<file path="src/rtl/countdown_timer_pkg.sv">
// Shared definitions for the H:M:S countdown timer: FSM encoding, field width,
// default field maxima and the load saturation helper.
package countdown_timer_pkg;

   localparam int FIELD_W = 6;

   localparam logic [FIELD_W-1:0] SEC_MAX_DEF = 6'd59;
   localparam logic [FIELD_W-1:0] MIN_MAX_DEF = 6'd59;
   localparam logic [FIELD_W-1:0] HRS_MAX_DEF = 6'd23;

   typedef enum logic [1:0] {
      ST_IDLE    = 2'd0,
      ST_RUN     = 2'd1,
      ST_EXPIRED = 2'd2
   } state_t;

   function automatic logic [FIELD_W-1:0] sat_field(input logic [FIELD_W-1:0] val,
                                                    input logic [FIELD_W-1:0] max_val);
      return (val > max_val) ? max_val : val;
   endfunction

endpackage

</file>
<file path="src/rtl/down_counter.sv">
// One time field of the countdown: loadable, decrements when enabled and
// reloads count_max on the step that borrows from the next field up.
module down_counter
   import countdown_timer_pkg::*;
(
   input  logic               clk,
   input  logic               reset,
   input  logic               en,
   input  logic               load,
   input  logic [FIELD_W-1:0] load_val,
   input  logic [FIELD_W-1:0] count_max,
   output logic               borrow,
   output logic [FIELD_W-1:0] count
);

   always_ff @(posedge clk or posedge reset) begin
      if (reset) begin
         count <= '0;
      end else if (load) begin
         count <= load_val;
      end else if (en) begin
         count <= (count == '0) ? count_max : count - FIELD_W'(1);
      end
   end

   assign borrow = en && (count == '0);

endmodule

</file>
<file path="src/rtl/countdown_timer.sv">
// Loadable H:M:S countdown timer driven by a 1 Hz tick strobe; pulses done
// for one cycle when the count reaches 00:00:00.
//
//   state      | meaning
//   -----------+-----------------------------------------------------
//   ST_IDLE    | loaded or paused; counts held, waiting for start
//   ST_RUN     | decrementing one step per tick
//   ST_EXPIRED | reached zero; held at 0 until load or reset
module countdown_timer
   import countdown_timer_pkg::*;
#(
   parameter logic [FIELD_W-1:0] SEC_MAX = SEC_MAX_DEF,
   parameter logic [FIELD_W-1:0] MIN_MAX = MIN_MAX_DEF,
   parameter logic [FIELD_W-1:0] HRS_MAX = HRS_MAX_DEF
) (
   input  logic               clk,
   input  logic               reset,
   input  logic               tick,
   input  logic               load,
   input  logic [FIELD_W-1:0] load_hrs,
   input  logic [FIELD_W-1:0] load_min,
   input  logic [FIELD_W-1:0] load_sec,
   input  logic               start,
   input  logic               stop,
   output logic [FIELD_W-1:0] count_hrs,
   output logic [FIELD_W-1:0] count_min,
   output logic [FIELD_W-1:0] count_sec,
   output logic               running,
   output logic               done
);

   state_t state, state_nxt;

   logic tick_en;
   logic expire_now;
   logic sec_borrow, min_borrow, hrs_borrow;
   logic is_zero, is_one;

   logic [FIELD_W-1:0] sat_hrs, sat_min, sat_sec;

   assign sat_hrs = sat_field(load_hrs, HRS_MAX);
   assign sat_min = sat_field(load_min, MIN_MAX);
   assign sat_sec = sat_field(load_sec, SEC_MAX);

   assign is_zero = (count_hrs == '0) && (count_min == '0) && (count_sec == '0);
   assign is_one  = (count_hrs == '0) && (count_min == '0) && (count_sec == FIELD_W'(1));

   down_counter u_sec (
      .clk       (clk),
      .reset     (reset),
      .en        (tick_en),
      .load      (load),
      .load_val  (sat_sec),
      .count_max (SEC_MAX),
      .borrow    (sec_borrow),
      .count     (count_sec)
   );

   down_counter u_min (
      .clk       (clk),
      .reset     (reset),
      .en        (sec_borrow),
      .load      (load),
      .load_val  (sat_min),
      .count_max (MIN_MAX),
      .borrow    (min_borrow),
      .count     (count_min)
   );

   // Hours never borrow: tick_en is gated off at zero, so the top field
   // cannot wrap below 00:00:00.
   down_counter u_hrs (
      .clk       (clk),
      .reset     (reset),
      .en        (min_borrow),
      .load      (load),
      .load_val  (sat_hrs),
      .count_max (HRS_MAX),
      .borrow    (hrs_borrow),
      .count     (count_hrs)
   );

   always_ff @(posedge clk or posedge reset) begin
      if (reset) begin
         state   <= ST_IDLE;
         running <= 1'b0;
         done    <= 1'b0;
      end else begin
         state   <= state_nxt;
         running <= (state_nxt == ST_RUN);
         done    <= expire_now;
      end
   end

   always_comb begin
      state_nxt  = state;
      tick_en    = 1'b0;
      expire_now = 1'b0;
      if (load) begin
         state_nxt = ST_IDLE;
      end else begin
         case (state)
            ST_IDLE: begin
               if (!stop && start && !is_zero) begin
                  state_nxt = ST_RUN;
               end
            end
            ST_RUN: begin
               if (stop) begin
                  state_nxt = ST_IDLE;
               end else if (tick && !is_zero) begin
                  tick_en = 1'b1;
                  if (is_one) begin
                     expire_now = 1'b1;
                     state_nxt  = ST_EXPIRED;
                  end
               end
            end
            ST_EXPIRED: begin
               state_nxt = ST_EXPIRED;
            end
            default: begin
               state_nxt = ST_IDLE;
            end
         endcase
      end
   end

   logic unused_borrow;
   assign unused_borrow = hrs_borrow;

endmodule

</file>
<file path="config.mk">
export PLATFORM = sky130hd
export DESIGN_NAME = countdown_timer
export DESIGN_NICKNAME = d
export VERILOG_FILES = /design/src/rtl/countdown_timer_pkg.sv /design/src/rtl/down_counter.sv /design/src/rtl/countdown_timer.sv
export SDC_FILE = /design/constraint.sdc
export NUM_CORES = 1
export LEC_CHECK = 0
export ABC_AREA = 0
export CAP_MARGIN = 20
export CORE_MARGIN = 3
export CORE_UTILIZATION = 50
export DETAILED_ROUTE_END_ITERATION = 10
export MAX_ROUTING_LAYER = met4
export PLACE_DENSITY = 0.83
export REMOVE_ABC_BUFFERS = 1
export SYNTH_ARGS = -nofsm -noshare
export SYNTH_HDL_FRONTEND = slang
export SYNTH_SLANG_ARGS = --single-unit
</file>
<file path="constraint.sdc">
create_clock -name clk -period 3 [get_ports clk]
set_input_delay 0.6 -clock clk [delete_from_list [all_inputs] [get_ports clk]]
set_output_delay 0.6 -clock clk [all_outputs]
set_load 0.01 [all_outputs]
</file>
**After elaboration in Yosys (flattened, before gate mapping)**

Index checks and enable logic that the tools add are counted.

- Output and inout port bits: 20
- Bits in registers: 22

- Muxes and demuxes: 27
- $lt $le $gt $ge: 3
- Equal/unequal tests: 4
- $add $sub $neg: 3
- Reductions and logical operators: 17

Operator list:

| cell | count |
|---|---|
| 6-bit 2-to-1 mux | 12 |
| 6-bit logical NOT | 3 |
| 6-bit by 1-bit subtractor with 6-bit output, second input constant | 3 |
| 6-bit greater-than comparator, second input constant | 2 |
| 2-bit 2-to-1 mux | 5 |
| 1-bit 2-to-1 mux | 9 |
| 1-bit logical AND | 8 |
| 6-bit by 1-bit == test with 1-bit output, second input constant | 1 |
| 6-bit by 5-bit greater-than comparator with 1-bit output, second input constant | 1 |
| 2-bit one-hot mux with 3 select lines | 1 |
| 2-bit nonzero test | 3 |
| 2-bit by 1-bit == test with 1-bit output, second input constant | 2 |
| 2-bit == test, second input constant | 1 |
| 1-bit logical NOT | 2 |
| 2-bit logical NOT | 1 |

**Logic depth before layout (Yosys ltp)**

- Word-level depth: 13
- Gate-level depth with buffers: 8
- Depth with buffers taken out: 7

**By module**

A second synthesis with hierarchy kept.

- Cell total of the unflattened synthesis: 219
- Area total of the unflattened synthesis: 1840.5 µm²

Modules (own cells, without submodules):

| module | sequential area each (µm²) | instances | area each (µm²) | cells each |
|---|---|---|---|---|
| down_counter | 150.1 | 3 | 494.2 | 56 |
| countdown_timer | 100.1 | 1 | 357.8 | 51 |

**Worst setup path before layout**

OpenSTA, ideal clock, no wires.

- Kind: register to register
- Start point: register u_sec.count[0]
- End point: register u_hrs.count[0]
- Library setup time: 0.125 ns
- Path slack: 1.126 ns
- Data required time: 2.875 ns
- Arrival: 1.749 ns
- Buffers on the path: 0
- Cell stages (with the launch flop): 8
- Cell sequence: dfrtp_1 -> inv_1 -> ha_1 -> nor2b_1 -> nand3_4 -> nor3_4 -> nor4b_2 -> nor3_1

- Word-level cells in the longest chain between the ends: 11

RTL lines:

| what | line | text |
|---|---|---|
| start: declaration | down_counter.sv:13 | `output logic [FIELD_W-1:0] count` |
| start signal: assignment | down_counter.sv:20 | `count <= load_val;` |
| start signal: assignment | down_counter.sv:22 | `count <= (count == '0) ? count_max : count - FIELD_W'(1);` |
| 6-bit logical NOT (*) | down_counter.sv:26, countdown_timer.sv:45 |  |
| 1-bit logical AND | countdown_timer.sv:45 | `assign is_zero = (count_hrs == '0) && (count_min == '0) && (count_sec == '0);` |
| 1-bit logical NOT | countdown_timer.sv:111 | `end else if (tick && !is_zero) begin` |
| 1-bit logical AND | countdown_timer.sv:111 |  |
| 1-bit 2-to-1 mux | countdown_timer.sv:111 |  |
| 1-bit 2-to-1 mux | countdown_timer.sv:109 | `if (stop) begin` |
| 1-bit 2-to-1 mux | countdown_timer.sv:102 | `case (state)` |
| 1-bit 2-to-1 mux | countdown_timer.sv:99 | `if (load) begin` |
| 1-bit logical AND (*) (2 in a row) | down_counter.sv:26 | `assign borrow = en && (count == '0);` |
| 2-bit nonzero test (no line) (*) | -- |  |
| end signal: assignment | down_counter.sv:20 |  |
| end signal: assignment | down_counter.sv:22 |  |
| end: declaration | down_counter.sv:13 |  |

Mark *: on every way between the ends. The rest lies on a longest branch, timed or not.
A chain may end at the register's enable or synchronous reset.

**Final worst setup path**

- Start point: input tick
- End point: register u_hrs.count[0]

- Word-level cells in the longest chain between the ends: 8

RTL lines:

| what | line | text |
|---|---|---|
| start: declaration | countdown_timer.sv:18 | `input logic tick,` |
| 1-bit logical AND | countdown_timer.sv:111 |  |
| 1-bit 2-to-1 mux | countdown_timer.sv:111 |  |
| 1-bit 2-to-1 mux | countdown_timer.sv:109 |  |
| 1-bit 2-to-1 mux | countdown_timer.sv:102 |  |
| 1-bit 2-to-1 mux | countdown_timer.sv:99 |  |
| 1-bit logical AND (2 in a row) | down_counter.sv:26 |  |
| 2-bit nonzero test (no line) | -- |  |

Every way passes these cells.

==> impl_summary.txt <==
----------------------------------------------------
[Floorplanning]
  Initial standard-cell utilization of the core ... 53.9%
  Standard-cell rows ... 19
  Overall die area ... 0.00378 mm^2
  Die extent in y ... 61.5 um
  Std-Cell Core Area ... 0.00285 mm^2
  Die width ... 61.5 um
  Number of ports placed on the die boundary ... 44

[Status]
  Run status ... finished, final reports clean

[Synthesis]
  Primary flip-flop cell chosen by synthesis mapping ... dfrtp_1
  Gate Count Post-Synth ... 176
  Cell area after synthesis ... 0.00154 mm^2
  Share of the yosys chip area belonging to registers ... 35.8%
  Asr flop ratio synth ... 100%
  EDFF count, synth ... 0
  Count of synthesis-stage warnings from yosys ... 0
  Distinct cells, synth ... 44
  Mean Syn Cell Area ... 8.74 um^2
  Seq cells post-synth ... 22

[Cells and area]
  Sequential cell area ... 551 um^2
  Final design utilization ... 71.1%
  Post-route non-filler standard cell count ... 250
  Area of the multi-input gates ... 906 um^2
  Count of nets after finishing ... 251
  Fillers ... 243
  Proportion of layout cells with a drive suffix above 1 ... 8.22%
  Count of antenna diodes in the layout ... 0
  Layout Area Growth over Synthesis ... 31.9%

[Critical path]
  Kind of launch point of the worst setup path ... input pin
  Worst path arrival time ... 2.38 ns
  Required time worst endpoint ... 3.21 ns
  Critical Path Sink Type ... register
  Reg-to-reg startpoint ... u_sec.count[0]
  Endpoint of the lowest-slack register-to-register path ... u_sec.count[1]
  Worst Reg2Reg Path Length in Cells ... 7
  CP max FO ... 11
  Setup slack, reg-to-reg ... 0.88 ns
  Kind of critical path ... input pin to register
  Worst setup startpoint ... tick
  Setup crit end ... u_hrs.count[0]

[Global route]
  Number of antenna violations at the first check in global routing ... 0
  Pin count of the biggest net entering global routing ... 23
  Via count of the first global-routing pass ... 1375
  Total global-route track usage ... 22.4%
  Wire length of the first global-routing pass ... 6150 um
  Remaining global-route overflow ... 0

[Power and ir drop]
  Total power density per cell area ... 355 mW/mm^2
  Fraction of power spent switching nets ... 30.6%
  P_leak ... 0.000839 uW
  P_int ... 500 uW
  Sequential power share ... 48.4%
  Net switching power ... 221 uW
  Fraction of power consumed by combinational cells ... 28.2%
  Clk pwr share ... 23.4%
  Maximum vdd drop ... 0.265 mV

[Route]
  Drt via density ... 5.92
  Detailed router's first-iteration violation count ... 67
  Pre-antenna DRT Iters ... 4
  DRC ... 0
  Post-DR wirelength/cell ... 15.2 um
  DRT Wirelength ... 3800 um
  Vias post-DR ... 1481
  Number of routed nets with antenna violations ... 0

[Clock network]
  Max Buffers Root-to-Sink ... 2
  TritonCTS Buffers ... 3
  Worst-path clk slew ... 0.13 ns
  TritonCTS Sinks ... 22
  TritonCTS clock tree ... done
  Count of cells resized by post-cts repair ... 0
  Post-CTS Repair Setup Buffers ... 0
  Number of H-tree levels ... 1
  Post-cts hold buffer count ... 0
  Root Buffer Master ... clkbuf_4
  Insertion delay of the later-clocked pin in the worst-skew pair ... 0.31 ns

[Timing]
  Hold Fails Final Rpt ... 0
  Minimum period implied by the final worst setup slack ... 2.16 ns
  Hold slack final ... 0.589 ns
  Actual transition at the worst max-transition pin ... 0.836 ns
  Achievable Freq ... 462 MHz
  Ratio of final minimum period to clock period ... 72.1%
  Final worst setup slack ... 0.836 ns
  Slew Viols, Final ... 0
  Worst slew margin relative to its limit ... 44.2%
  Summed negative setup slack over all endpoints ... 0 ns
  Setup violators final ... 0
  Fin Clk Skew ... 0.00196 ns
  RSZ-0062 raised after global routing ... false

[Hold path]
  Hold Path Class ... register to register
  Launch point of the worst hold path ... state[1]

[Place]
  Number of cells in the design after placement ... 246
  Placed wire-length estimate after detailed placement ... 2980 um
  Routability Congestion ... 0.879
  Pre-CTS WS ... 0.497 ns
  Port bufs ... 43

[Run]
  Reported max-cap violation count ... 0

----------------------------------------------------
[cells by family (layout without fill, tap and decap cells)]
group	Yosys count	in the layout	share of synthesized area, %
AOI/OAI and AO/OA	43	43	17.6
DFF	22	22	35.8
and+or+nand+nor	78	78	32.0
xor gates and xnor gates	3	3	1.71
buffers and inverters	20	63	5.37
muxes	3	3	1.95
adders and majority gates	7	7	5.69
[per-stage QoR]
stage          cell area [um^2]  total power, uW
2_1_floorplan              1510              447
3_3_place_gp               1990              550
3_5_place_dp               1990              557
4_1_cts                    2030              724
5_1_grt                    2030              763
6_report                   2030              721
[worst min-delay path by stage]
stage                to  slack (ns)  cells past startpoint
2_1_floorplan  state[1]        0.52                      2
3_3_place_gp   state[1]        0.54                      2
3_5_place_dp   state[1]        0.56                      2
4_1_cts        state[1]        0.58                      2
5_1_grt        state[1]        0.62                      2
6_report       state[1]        0.59                      2
[metal layers]
metal,global-route usage (%),share of wire (%)
met3,2.73,4.3
met1,28.0,45
met5,-,0
met2,37.4,49
met4,7.58,1.9
[flip-flops by register name, summed over array words and instances, names as in the netlist]
signal / count
u_sec.count: 6
u_hrs.count: 6
done: 1
running: 1
u_min.count: 6
state: 2
[cell usage after synthesis (all sizes together) (2+ instances only)]
master	n	area, um^2
and2	2	12.5
mux2i	3	30.0
o21ai	11	55.1
nand3b	2	15.0
nor4bb	2	20.0
a21oi	12	63.8
dfrtp	22	551
nand2	13	48.8
and3	3	18.8
buf	3	18.8
o32ai	2	17.5
nor4b	3	45.0
nor2	17	63.8
nand4	2	12.5
clkbuf	3	11.3
o31ai	4	30.0
o22ai	2	12.5
xnor2	3	26.3
nor2b	2	12.5
nor3	11	82.6
nand3	12	77.6
a31oi	5	31.3
inv	14	52.6
nand2b	2	12.5
ha	7	87.6
o22a	2	17.5
nor3b	2	15.0
[power groups by stage]
stage	Sequential (uW)	Clock (uW)	Combinational, uW
after global placement	352	0	198
final	349	169	203
after CTS	349	170	205
after detailed placement	354	0	203
after global routing	353	186	224
after floorplan	359	0	88.2
[final cells by class]
cell class,instances,share of cell area (%)
clock buffers,4,1.79
inverters,14,2.59
multi-input cells,134,44.6
flip-flops and latches,22,27.1
well taps,31,1.91
repair buffers,45,21.9
[worst max-delay path, cell delays in order]
cell	delay [ns]
clkdlybuf4s50_1	0.50
and4bb_1	0.47
nand3_4	0.19
nor3_4	0.31
nor4b_2	0.23
nor3_1	0.06
[cell usage in the layout (no fill, tap or decap), types with 4 or more instances in the layout]
master           netlist  layout
o31ai_1                4       4
nand2_1               13      13
nor2_1                17      17
dfrtp_1               22      22
a31oi_1                5       5
ha_1                   7       7
inv_1                 14      14
o21ai_0                8       8
clkdlybuf4s50_1        0      43
a21oi_1               11      11
nand3_1               10      10
nor3_1                 8       8
Note: power is estimated with default switching activity, not from simulation.
